[config.mk]
export PLATFORM = sky130hd
export DESIGN_NAME = hazard_controller
export DESIGN_NICKNAME = d
export VERILOG_FILES = /design/src/rtl/mips_pkg.sv /design/src/rtl/md_sequencer.sv /design/src/rtl/hazard_controller.sv
export SDC_FILE = /design/constraint.sdc
export NUM_CORES = 1
export LEC_CHECK = 0
export CAP_MARGIN = 30
export CORE_ASPECT_RATIO = 1.2
export CORE_UTILIZATION = 30
export DETAILED_ROUTE_END_ITERATION = 10
export RECOVER_POWER = 100
export SLEW_MARGIN = 40
export SYNTH_ARGS = -nofsm -noshare
export SYNTH_HDL_FRONTEND = slang
export SYNTH_SLANG_ARGS = --single-unit
[constraint.sdc]
create_clock -name clk -period 1.88 [get_ports clk]
set_clock_uncertainty 0.2 [all_clocks]
set_input_delay 0.282 -clock clk [delete_from_list [all_inputs] [get_ports clk]]
set_output_delay 0.282 -clock clk [all_outputs]
set_load 0.02 [all_outputs]
[src/rtl/mips_pkg.sv]
// Shared definitions for the MIPS pipeline control blocks.
// Holds the MULT/DIV sequencer state encoding, the hard-wired zero register
// index, the default unit occupancies and a helper for hazard matching.
package mips_pkg;

  typedef enum logic [1:0] {
    IDLE = 2'd0,
    BUSY = 2'd1,
    DONE = 2'd2
  } md_state_t;

  localparam logic [4:0]  REG_ZERO         = 5'd0;
  localparam int unsigned MULT_CYCLES_DEF  = 4;
  localparam int unsigned DIV_CYCLES_DEF   = 32;

  // True when a producer writing waddr feeds either ID source register.
  // Writes to $zero are discarded by the register file, so they never match.
  function automatic logic src_match(input logic [4:0] waddr,
                                     input logic [4:0] rs,
                                     input logic [4:0] rt);
    return (waddr != REG_ZERO) && ((waddr == rs) || (waddr == rt));
  endfunction

endpackage

[src/rtl/md_sequencer.sv]
// MULT/DIV unit sequencer.
// Tracks occupancy of the multi-cycle multiply/divide unit in EX.
//   clk, rst_n    : core clock, asynchronous active-low reset
//   md_start_i    : one-cycle issue pulse from EX
//   md_is_div_i   : qualifies md_start_i (1 = divide, 0 = multiply)
//   md_busy_o     : unit occupied
//   md_done_o     : one-cycle HI/LO write enable
//   md_overrun_o  : sticky, an issue arrived while the unit was busy
module md_sequencer
  import mips_pkg::*;
#(
  parameter int unsigned MULT_CYCLES = MULT_CYCLES_DEF,
  parameter int unsigned DIV_CYCLES  = DIV_CYCLES_DEF
) (
  input  logic clk,
  input  logic rst_n,
  input  logic md_start_i,
  input  logic md_is_div_i,
  output logic md_busy_o,
  output logic md_done_o,
  output logic md_overrun_o
);

  localparam int unsigned MaxCycles = (MULT_CYCLES > DIV_CYCLES) ? MULT_CYCLES : DIV_CYCLES;
  localparam int unsigned CntW      = $clog2(MaxCycles) + 1;

  // The counter holds the number of BUSY cycles still to come after this one,
  // so an N-cycle operation loads N-1 and leaves BUSY on reaching zero.
  localparam logic [CntW-1:0] MultLoad = CntW'(MULT_CYCLES - 1);
  localparam logic [CntW-1:0] DivLoad  = CntW'(DIV_CYCLES - 1);

  md_state_t       state_q, state_d;
  logic [CntW-1:0] cnt_q, cnt_d;
  logic            overrun_q, overrun_d;
  logic [CntW-1:0] load_val;

  assign load_val = md_is_div_i ? DivLoad : MultLoad;

  always_comb begin
    state_d   = state_q;
    cnt_d     = cnt_q;
    overrun_d = overrun_q | (md_start_i & (state_q == BUSY));

    unique case (state_q)
      IDLE: begin
        if (md_start_i) begin
          state_d = BUSY;
          cnt_d   = load_val;
        end
      end
      BUSY: begin
        // Issues during BUSY are only recorded as overrun, never queued.
        if (cnt_q == '0) begin
          state_d = DONE;
        end else begin
          cnt_d = cnt_q - CntW'(1);
        end
      end
      DONE: begin
        // Back-to-back issue skips IDLE entirely.
        if (md_start_i) begin
          state_d = BUSY;
          cnt_d   = load_val;
        end else begin
          state_d = IDLE;
        end
      end
      default: begin
        state_d = IDLE;
        cnt_d   = '0;
      end
    endcase
  end

  always_ff @(posedge clk or negedge rst_n) begin
    if (!rst_n) begin
      state_q   <= IDLE;
      cnt_q     <= '0;
      overrun_q <= 1'b0;
    end else begin
      state_q   <= state_d;
      cnt_q     <= cnt_d;
      overrun_q <= overrun_d;
    end
  end

  assign md_busy_o    = (state_q == BUSY);
  assign md_done_o    = (state_q == DONE);
  assign md_overrun_o = overrun_q;

endmodule

[src/rtl/hazard_controller.sv]
// Pipeline hazard and sequencing controller for the 5-stage MIPS core.
// Produces stall/flush controls for IF/ID/EX covering load-use and
// branch-operand hazards that forwarding cannot resolve, and sequences the
// multi-cycle MULT/DIV unit.
//   clk, rst_n                      : core clock, asynchronous active-low reset
//   rs_D, rt_D                      : ID source registers
//   Branch_D, branch_taken_D        : ID compare-branch and its resolution
//   Jump_D                          : ID holds J/JAL/JR
//   hilo_use_D                      : ID needs HI/LO or the MULT/DIV unit
//   RegWrite_E, MemtoReg_E          : EX write-enable and load flag
//   reg_write_addr_E                : EX destination
//   MemtoReg_M, reg_write_addr_M    : MEM load flag and destination
//   md_start_E, md_is_div_E         : MULT/DIV issue pulse and kind
//   Stall_F, Stall_D                : hold PC and IF/ID
//   Flush_D, Flush_E                : clear IF/ID, bubble ID/EX
//   md_busy, md_done, md_overrun    : MULT/DIV unit status
module hazard_controller
  import mips_pkg::*;
#(
  parameter int unsigned MULT_CYCLES = MULT_CYCLES_DEF,
  parameter int unsigned DIV_CYCLES  = DIV_CYCLES_DEF
) (
  input  logic       clk,
  input  logic       rst_n,
  input  logic [4:0] rs_D,
  input  logic [4:0] rt_D,
  input  logic       Branch_D,
  input  logic       branch_taken_D,
  input  logic       Jump_D,
  input  logic       hilo_use_D,
  input  logic       RegWrite_E,
  input  logic       MemtoReg_E,
  input  logic [4:0] reg_write_addr_E,
  input  logic       MemtoReg_M,
  input  logic [4:0] reg_write_addr_M,
  input  logic       md_start_E,
  input  logic       md_is_div_E,
  output logic       Stall_F,
  output logic       Stall_D,
  output logic       Flush_D,
  output logic       Flush_E,
  output logic       md_busy,
  output logic       md_done,
  output logic       md_overrun
);

  logic lw_stall;
  logic br_stall;
  logic md_stall;
  logic stall;
  logic e_match;
  logic m_match;

  md_sequencer #(
    .MULT_CYCLES (MULT_CYCLES),
    .DIV_CYCLES  (DIV_CYCLES)
  ) u_md_sequencer (
    .clk          (clk),
    .rst_n        (rst_n),
    .md_start_i   (md_start_E),
    .md_is_div_i  (md_is_div_E),
    .md_busy_o    (md_busy),
    .md_done_o    (md_done),
    .md_overrun_o (md_overrun)
  );

  assign e_match = src_match(reg_write_addr_E, rs_D, rt_D);
  assign m_match = src_match(reg_write_addr_M, rs_D, rt_D);

  // Load result is not available until MEM ends, so a consumer in ID waits.
  assign lw_stall = MemtoReg_E & RegWrite_E & e_match;

  // Branches compare in ID, earlier than the EX forwarding path, so any EX
  // producer or a MEM load feeding the comparison must be waited out.
  assign br_stall = Branch_D & ((RegWrite_E & e_match) | (MemtoReg_M & m_match));

  // HI/LO is written at the end of the DONE cycle, so only BUSY blocks.
  assign md_stall = hilo_use_D & md_busy;

  assign stall   = lw_stall | br_stall | md_stall;
  assign Stall_F = stall;
  assign Stall_D = stall;
  assign Flush_E = stall;

  // A stalled ID instruction will be re-presented, so its redirect waits.
  assign Flush_D = (branch_taken_D | Jump_D) & ~stall;

endmodule

After elaboration in Yosys (flattened, before gate mapping)
Index checks and enable logic that the tools add are counted.
{"block": "word_totals", "register_bits": 9, "wordCells": 47, "inputBits": 31, "output_inout_bits": 7}
{"block": "op_classes", "n_reduce_logical": 11, "eq_ne": 10, "n_bitwise": 14, "mux": 8, "addsub": 1}
{"operator": "$eq 5x5->1", "count": 4}
{"operator": "$mux 6", "count": 2}
{"operator": "$pmux 6 s2", "count": 1}
{"operator": "$reduce_bool 5->1", "count": 2}
{"operator": "$and 1x1->1", "count": 8}
{"operator": "$logic_not 6->1", "count": 1}
{"operator": "$pmux 2 s3", "count": 1}
{"operator": "$sub 6x1->6 const B", "count": 1}
{"operator": "$mux 5", "count": 1}
{"operator": "$or 1x1->1", "count": 5}
{"operator": "$mux 2", "count": 2}
{"operator": "$ne 2x1->1 const B", "count": 2}
{"operator": "$ne 2x2->1 const B", "count": 2}
{"operator": "$reduce_and 2->1", "count": 2}
{"operator": "$eq 2x1->1 const B", "count": 1}
{"operator": "$eq 2x2->1 const B", "count": 1}
{"operator": "$logic_and 1x1->1", "count": 2}
{"operator": "$logic_not 2->1", "count": 1}
{"operator": "$logic_or 1x1->1", "count": 2}
{"operator": "$reduce_or 2->1", "count": 1}
{"operator": "$mux 1", "count": 1}
{"operator": "$not 1->1", "count": 1}

Longest topological paths before layout
Gate-level depths: netlist (run 1).
{"block": "logic_depth", "word_depth": 10, "mapped_depth": 8, "ltp_nobuf": 7}

Hierarchy
From an unflattened synthesis (run 1), not the netlist that was laid out.
{"block": "unflattened", "cells_unflattened": 96, "hier_area_um2": 888.4}
{"mod": "md_sequencer", "instances": 1, "seq_area_each_um2": 225.2, "cells_per_inst": 56, "area_per_inst_um2": 573.0}
{"mod": "hazard_controller", "instances": 1, "seq_area_each_um2": 0.0, "cells_per_inst": 40, "area_per_inst_um2": 315.3}

Least setup slack after synthesis (run 1)
No wires, ideal clock.
{"block": "synth_timing", "kind": "input-to-output", "from": "in reg_write_addr_M[1]", "to": "out Stall_D", "required_time_ns": 1.398, "stages": 5, "arrival_time_ns": 1.572, "path_buffers": 1, "path_slack_ns": -0.174, "path_cell_list": "or4_1 -> o211ai_1 -> a21oi_1 -> a211o_1 -> buf_4"}
{"block": "synth_between", "elab_chain_cells": 8, "elab_cells_between_ends": 10, "classes_between": "eq/ne: 2; bitwise: 5; reduce/logical: 3"}
{"element": "from (decl)", "line": "hazard_controller.sv:35", "source": "input logic [4:0] reg_write_addr_M,"}
{"element": "$eq 5x5->1", "line": "mips_pkg.sv:21", "source": "return (waddr != REG_ZERO) && ((waddr == rs) || (waddr == rt));"}
{"element": "$logic_or 1x1->1", "line": "mips_pkg.sv:21"}
{"element": "$logic_and 1x1->1 (*)", "line": "mips_pkg.sv:21"}
{"element": "$and 1x1->1 (*)", "line": "hazard_controller.sv:75", "source": "assign br_stall = Branch_D & ((RegWrite_E & e_match) | (MemtoReg_M & m_match));"}
{"element": "$or 1x1->1 (*)", "line": "hazard_controller.sv:75"}
{"element": "$and 1x1->1 (*)", "line": "hazard_controller.sv:75"}
{"element": "$or 1x1->1 (*) (2 in a row)", "line": "hazard_controller.sv:80", "source": "assign stall = lw_stall | br_stall | md_stall;"}
{"element": "to (decl)", "line": "hazard_controller.sv:39", "source": "output logic Stall_D,"}
Mark *: on every way between the ends. The rest lies on a longest branch, timed or not.

Worst setup path after layout (run 1)
Same ends and word-level chain as after synthesis.

==> results of run 1 <==
cell usage after synthesis, types with 2 or more instances:
cell type   n
xor2_1     12
o21ai_0    10
dfrtp_1     9
xnor2_1     8
a21oi_1     6
nor3_1      6
nor2_1      5
and2b_1     4
nand3_1     4
inv_1       3
a31oi_1     2
buf_4       2
ha_1        2
nand2_1     2
or4_1       2
timing repair:
item / 4_1_cts / 5_1_grt
gates cloned: 1 / 0
pin swaps: 21 / 19
hold buffers: 0 / 0
endpoints found under the setup margin: 12 / 10
setup buffers: 4 / 2
resized for setup: 92 / 14
cells by family (layout without fill, tap and decap cells):
kind of cell | Yosys count | count (layout)
simple gates | 28 | 28
buf+inv | 7 | 70
compound gates | 25 | 25
flops | 9 | 9
fa+ha+maj | 2 | 2
xor+xnor | 20 | 20
power by group through the flow:
stage / clock (W) / sequential [W] / combinational, W
2_1_floorplan: 0 / 0.000325 / 0.000419
3_3_place_gp: 0 / 0.000321 / 0.000775
3_5_place_dp: 0 / 0.000325 / 0.000780
4_1_cts: 0.000158 / 0.000335 / 0.000980
5_1_grt: 0.000160 / 0.000349 / 0.00110
6_report: 0.000155 / 0.000338 / 0.00101
registers in the layout, indices dropped and copies added (netlist names):
name and count:
u_md_sequencer.cnt_q 6, u_md_sequencer.state_q 2, u_md_sequencer.md_overrun_o 1
per-stage QoR:
stage / power (W) / std cells / instance area (sq um)
after floorplan: 0.000743 / 91 / 793
after global placement: 0.00110 / 174 / 1320
after detailed placement: 0.00111 / 174 / 1320
after CTS: 0.00147 / 183 / 1450
after global routing: 0.00161 / 185 / 1490
final: 0.00151 / 185 / 1490
layer usage:
layer,global-route usage,vias to the layer above,wire [microns]
met1,0.205,435,1030
met2,0.373,41,1420
met5,0,-,0
met4,0.0924,0,44
li1,-,451,-
met3,0.0236,9,150
path summary, 6_finish.rpt:
check | startpoint | endpoint | slack (ns) | cells past startpoint
max reg2reg | u_md_sequencer.cnt_q[0] | u_md_sequencer.cnt_q[5] | -0.15 | 7
min reg2reg | u_md_sequencer.md_overrun_o | u_md_sequencer.md_overrun_o | 0.26 | 1
min | rst_n | u_md_sequencer.cnt_q[2] | 0.19 | 1
min in group clk | u_md_sequencer.md_overrun_o | u_md_sequencer.md_overrun_o | 0.26 | 1
max in group asynchronous | rst_n | u_md_sequencer.state_q[1] | 0.99 | 1
max | reg_write_addr_M[1] | Stall_D | -0.22 | 6
critical path, stage by stage:
cell,delay [ns]
buf_6,0.09
or4_4,0.52
o211ai_1,0.21
a21oi_2,0.06
a211o_1,0.30
buf_6,0.16
final cells by class:
class / count / area [sq um] / area share
clock buffer: 4 / 26.3 / 0.0176
inverter: 4 / 15.0 / 0.0101
multi-input combinational: 75 / 618 / 0.414
sequential: 9 / 225 / 0.151
tap: 31 / 38.8 / 0.0260
timing repair buffer: 62 / 571 / 0.382
==> results.txt, run 1 <==
----------------------------------------------------
[Status]
  Result of the run ... finished, violations left
  Violated checks ... negative setup slack

[Floorplanning]
  Floorplan die area ... ~2800 sq um
  Y dimension of the die ... 58.1 microns
  Core region area ... 2380 sq um
  Number of top-level pins ... 38
  Std-Cell Rows ... 19
  Width of the die ... 48.7 microns
  Starting Density ... 0.331

[Clock tree]
  Maximum clock path buffer count ... 2
  CTS root buf ... clkbuf_4
  Register clock-pin slew on the reported worst setup and hold paths ... 0.07 ns
  Clock buffers created by TritonCTS ... 3
  Clock insertion delay at the later pin of the skew report ... 0.27 ns
  Clock tree from TritonCTS ... yes
  Clock sink total ... 9
  H-tree level count ... 1

[Placed design]
  Worst-case setup slack after placement ... -0.965 ns
  Count of buffers inserted at the top-level ports ... 37
  Weighted congestion at the end of routability-driven global placement ... 0.826
  Post-DP HPWL ... 1.80 mm

[Global routing]
  Number of antenna violations at the first check in global routing ... 0
  Wire length of the first global-routing pass ... ~4.2 mm
  Overall global routing resource usage ... 0.193
  Total global routing overflow ... 0
  Maximum number of pins on one net before global-route repair ... 10
  Number of global-route vias before repair ... 950

[Cells and area]
  Most frequent cells in the layout ... buf_4 (23), xor2_1 (12), clkdlybuf4s50_1 (11)
  Fraction of final layout cells with drive strength greater than 1 ... 0.416
  Final cell utilization of the core ... 0.628
  Most common cell after layout, fill and taps aside ... buf_4
  Antenna diode count ... 0
  Fillers ... 200
  Layout-stage area growth over the synthesis result ... 90.1%
  Number of nets in the finished design ... 188

[Critical path]
  Type of element capturing the critical path ... output pin
  CP max FO ... 3
  Worst setup path class ... in -> out
  Startpoint type of the worst setup path ... input port
  Req. time, crit path ... ~1.4 ns
  Worst EP arrival ... 1.62 ns

[Power and ir drop]
  Static leakage ... 0.673 nW
  Switching part of the total power ... 0.417
  Pwr per Cell Area ... 1010 nW/um^2
  Switching power ... 0.000628 W
  Worst ir drop on vdd ... 0.000740 V
  Power share of the combinational group ... 0.673
  Relative contribution of the clock network to total power ... 0.103
  Design internal power ... 0.000878 W
  Sequential Power Share ... 0.224

[Synth]
  Async set or reset register ratio after synthesis ... 1.00
  Seq/Total Area, Yosys ... 0.287
  Most area-hungry cell type in the Yosys netlist ... dfrtp_1
  Cell area after synthesis ... 786 sq um
  Netlist cell types ... 29
  Synthesized-area fraction occupied by xor and xnor cells ... 0.223
  Share of the synthesized area in the top cell type ... 0.287
  Instance count of the mapped netlist ... 91
  Syn_nets ... approximately 120
  EDFF count, synth ... 0
  Adder-cell share of the synthesized area ... 0.0318
  Top cells by area in the synthesized netlist ... dfrtp_1 (29%), xor2_1 (13%), xnor2_1 (8.9%)
  Synthesis-stage register bit count ... 9
  Mux share of post-synthesis cell area ... 0
  Number of warning messages in the yosys log ... 0
  Simple-gate area share of the yosys netlist ... 0.207
  Dominant combinational cell family by area after synthesis ... XOR/XNOR gates
  Compound-gate portion of the synthesized area ... 0.199
  Synth Flop Type ... dfrtp_1
  Avg Synthesized Cell Area ... 8.63 sq um

[Timing]
  Post-Route Hold Slack ... ~0.19 ns
  Fin. max-slew vios ... 0
  Unrepaired setup endpoints after global routing ... true
  Measured slew at the worst slew-check pin ... between 0.4 and 0.5 ns
  Worst slew margin relative to its limit ... 0.709
  Count of final setup violators ... 11
  Final count of hold timing violations ... 0
  F_max ... 476 MHz
  Setup tns final ... -1.53 ns
  Worst path setup slack after routing ... -0.222 ns
  Post-route fraction of the period consumed by the critical path ... 1.12
  Clock period minus final worst setup slack ... 2.10 ns

[Detailed routing]
  First-pass detailed-route iteration total ... 4
  Total DRC errors in the routed layout ... 0
  Vias after detailed routing ... 936
  Vias per inst ... 5.06
  Remaining number of nets flagged by the antenna check after routing ... 0
  Final wirelength ... around 2.6 mm
  DR iter-0 viols ... 13
  Average wire length per cell after detail routing ... 14.3 microns

[Flow run]
  Count of max-cap constraint violations ... 0

[Hold path]
  Type of the tightest min-delay check ... in -> async

----------------------------------------------------
Power figures use the tool's default switching activity.
==> run 2, diff against run 1 <==
==> constraint.sdc (replaced) <==
create_clock -name clk -period 2.3 [get_ports clk]
set_clock_uncertainty 0.2 [all_clocks]
set_input_delay 0.345 -clock clk [delete_from_list [all_inputs] [get_ports clk]]
set_output_delay 0.345 -clock clk [all_outputs]
set_load 0.02 [all_outputs]
==> results.txt, run 2 (synthesis gave the netlist of run 1 again) <==
----------------------------------------------------
[Cells and area]
  Number of flip-flops in the largest register ... 6
  Most common cell after layout, fill and taps aside ... clkdlybuf4s50_1
  Area of all placed cells without fillers ... 1280 sq um
  Antenna diode count ... 0
  Multi-input gate area ... approximately 560 sq um
  Fraction of final layout cells with drive strength greater than 1 ... 0.264
  Most frequent cells in the layout ... clkdlybuf4s50_1 (13), xor2_1 (11), buf_4 (11)
  Fillers ... 220
  Number of nets in the finished design ... 174
  Largest reg by FF count ... u_md_sequencer.cnt_q
  Post-route non-filler standard cell count ... 171
  Final cell utilization of the core ... 0.538
  Reg area ... 225 sq um
  Layout-stage area growth over the synthesis result ... 62.7%

[Timing]
  F_max ... 446 MHz
  Count of final setup violators ... 0
  Post-route fraction of the period consumed by the critical path ... 0.975
  Measured slew at the worst slew-check pin ... 0.446 ns
  Unrepaired setup endpoints after global routing ... false
  Clock period minus final worst setup slack ... 2.24 ns
  Worst slew margin relative to its limit ... 0.702
  Worst path setup slack after routing ... 0.0574 ns
  Setup tns final ... 0 ns
  Fin. max-slew vios ... 0
  Final count of hold timing violations ... 0

[Floorplanning]
  Starting Density ... 0.331
  Core region area ... between 2000 and 2500 sq um
  Floorplan die area ... 2830 sq um
  Y dimension of the die ... 58.1 microns
  Std-Cell Rows ... 19
  Number of top-level pins ... 38
  Width of the die ... 48.7 microns

[Placed design]
  Post-DP HPWL ... around 1.8 mm
  Worst-case setup slack after placement ... -0.676 ns
  Weighted congestion at the end of routability-driven global placement ... 0.833
  Post-Place Cells ... ~170
  Count of buffers inserted at the top-level ports ... 37
  Cell area after placement ... ~1300 sq um

[Detailed routing]
  Remaining number of nets flagged by the antenna check after routing ... 0
  Average wire length per cell after detail routing ... 13.6 microns
  Length of routed met2 wiring ... between 1 and 1.5 mm
  Uppermost layer routed ... met4
  Vias per inst ... 4.91
  Final wirelength ... 2.33 mm
  Total DRC errors in the routed layout ... 0
  DR iter-0 viols ... 7
  First-pass detailed-route iteration total ... 3
  Amount of wire on met3 after detailed routing ... around 96 microns
  Vias after detailed routing ... between 800 and 900
  Length of routed wiring on met1 ... 982 microns

[Critical path]
  Startpoint type of the worst setup path ... input port
  Worst reg2reg startpoint ... u_md_sequencer.cnt_q[0]
  Critical path, cell by cell ... clkbuf_2, or4_1, o211ai_1, a21oi_2, a211o_1, buf_6
  Setup slack, reg-to-reg ... 0.13 ns
  CP max FO ... 3
  Slowest stage delay, CP ... between 0.5 and 0.6 ns
  R2R Path End ... u_md_sequencer.cnt_q[5]
  Worst EP arrival ... 1.70 ns
  Cell with the largest stage delay on the worst path ... or4_1
  Type of element capturing the critical path ... output pin
  Worst setup path class ... in -> out
  Cell count of the worst reg-to-reg path ... 7
  Critical path startpoint ... reg_write_addr_M[3]
  Req. time, crit path ... between 1.5 and 2 ns

[Power and ir drop]
  Sequential Power Share ... 0.289
  Switching part of the total power ... 0.425
  Design internal power ... about 0.00053 W
  Power share of the combinational group ... 0.574
  Relative contribution of the clock network to total power ... 0.137
  Switching power ... 0.000392 W
  Pwr per Cell Area ... approximately 720 nW/um^2
  Static leakage ... 0.562 nW
  Worst ir drop on vdd ... about 0.00055 V

[Hold path]
  Type of the tightest min-delay check ... reg -> reg
  WHS Path Cells ... 1
  Min-Delay Startpoint ... u_md_sequencer.md_overrun_o
  Hold worst-path end ... u_md_sequencer.md_overrun_o

[Status]
  Result of the run ... complete, no violations

[Clock tree]
  Maximum clock path buffer count ... 2
  Post-CTS setup buffer count ... 0
  Clock tree from TritonCTS ... yes
  Clock buffers created by TritonCTS ... 3
  H-tree level count ... 1
  CTS root buf ... clkbuf_4
  Clock sink total ... 9
  Register clock-pin slew on the reported worst setup and hold paths ... 0.06 ns
  Clock insertion delay at the later pin of the skew report ... 0.26 ns

[Global routing]
  Number of global-route vias before repair ... roughly 910
  Maximum number of pins on one net before global-route repair ... 13
  Total global routing overflow ... 0
  Overall global routing resource usage ... 0.177
  Wire length of the first global-routing pass ... slightly below 4 mm
  Number of antenna violations at the first check in global routing ... 0

[Flow run]
  Count of max-cap constraint violations ... 0

----------------------------------------------------
run 2: critical path, delay by kind of cell:
| kind | cells | cell delay [ns] |
|---|---|---|
| compound gates | 3 | 0.59 |
| buf+inv | 2 | 0.24 |
| simple gates | 1 | 0.52 |
run 2: layout make-up:
class                           instances  area share
Sequential cell                         9       0.176
Inverter                                4      0.0117
Clock buffer                            4      0.0205
Multi-Input combinational cell         75       0.436
Tap cell                               31      0.0303
Timing Repair Buffer                   48       0.325
run 2: metal layers:
| layer | global-route usage | vias to the layer above |
|---|---|---|
| met5 | 0 | - |
| met4 | 0.0798 | 0 |
| met3 | 0.0184 | 2 |
| met2 | 0.355 | 32 |
| met1 | 0.183 | 391 |
| li1 | - | 415 |
run 2: power groups by stage:
| stage | Combinational [W] | Sequential (W) | Clock, W |
|---|---|---|---|
| 2_1_floorplan | 0.000334 | 0.000265 | 0 |
| 3_5_place_dp | 0.000543 | 0.000269 | 0 |
| 4_1_cts | 0.000537 | 0.000267 | 0.000130 |
| 6_report | 0.000530 | 0.000267 | 0.000127 |
| 5_1_grt | 0.000587 | 0.000274 | 0.000136 |
| 3_3_place_gp | 0.000529 | 0.000268 | 0 |
run 2: how the worst max path moves through the flow:
stage               endpoint  slack (ns)
floorplan            Stall_D        0.12
global placement     Flush_E       -0.67
detailed placement   Stall_D       -0.68
CTS                  Stall_D       0.009
global route         Stall_D        0.01
finish               Stall_D        0.06
run 2: stage by stage:
| stage | hold slack (ns) | power (W) |
|---|---|---|
| final | 0.254 | 0.000923 |
| after global routing | 0.291 | 0.000997 |
| after CTS | 0.196 | 0.000934 |
| after detailed placement | 0.243 | 0.000813 |
| after global placement | 0.242 | 0.000797 |
| after floorplan | -0.151 | 0.000599 |
run 2: what timing repair did:
item                                    4_1_cts  5_1_grt
hold buffers                                  0        0
pin swaps                                    15        4
resized for setup                            61        6
endpoints found under the setup margin        5        4
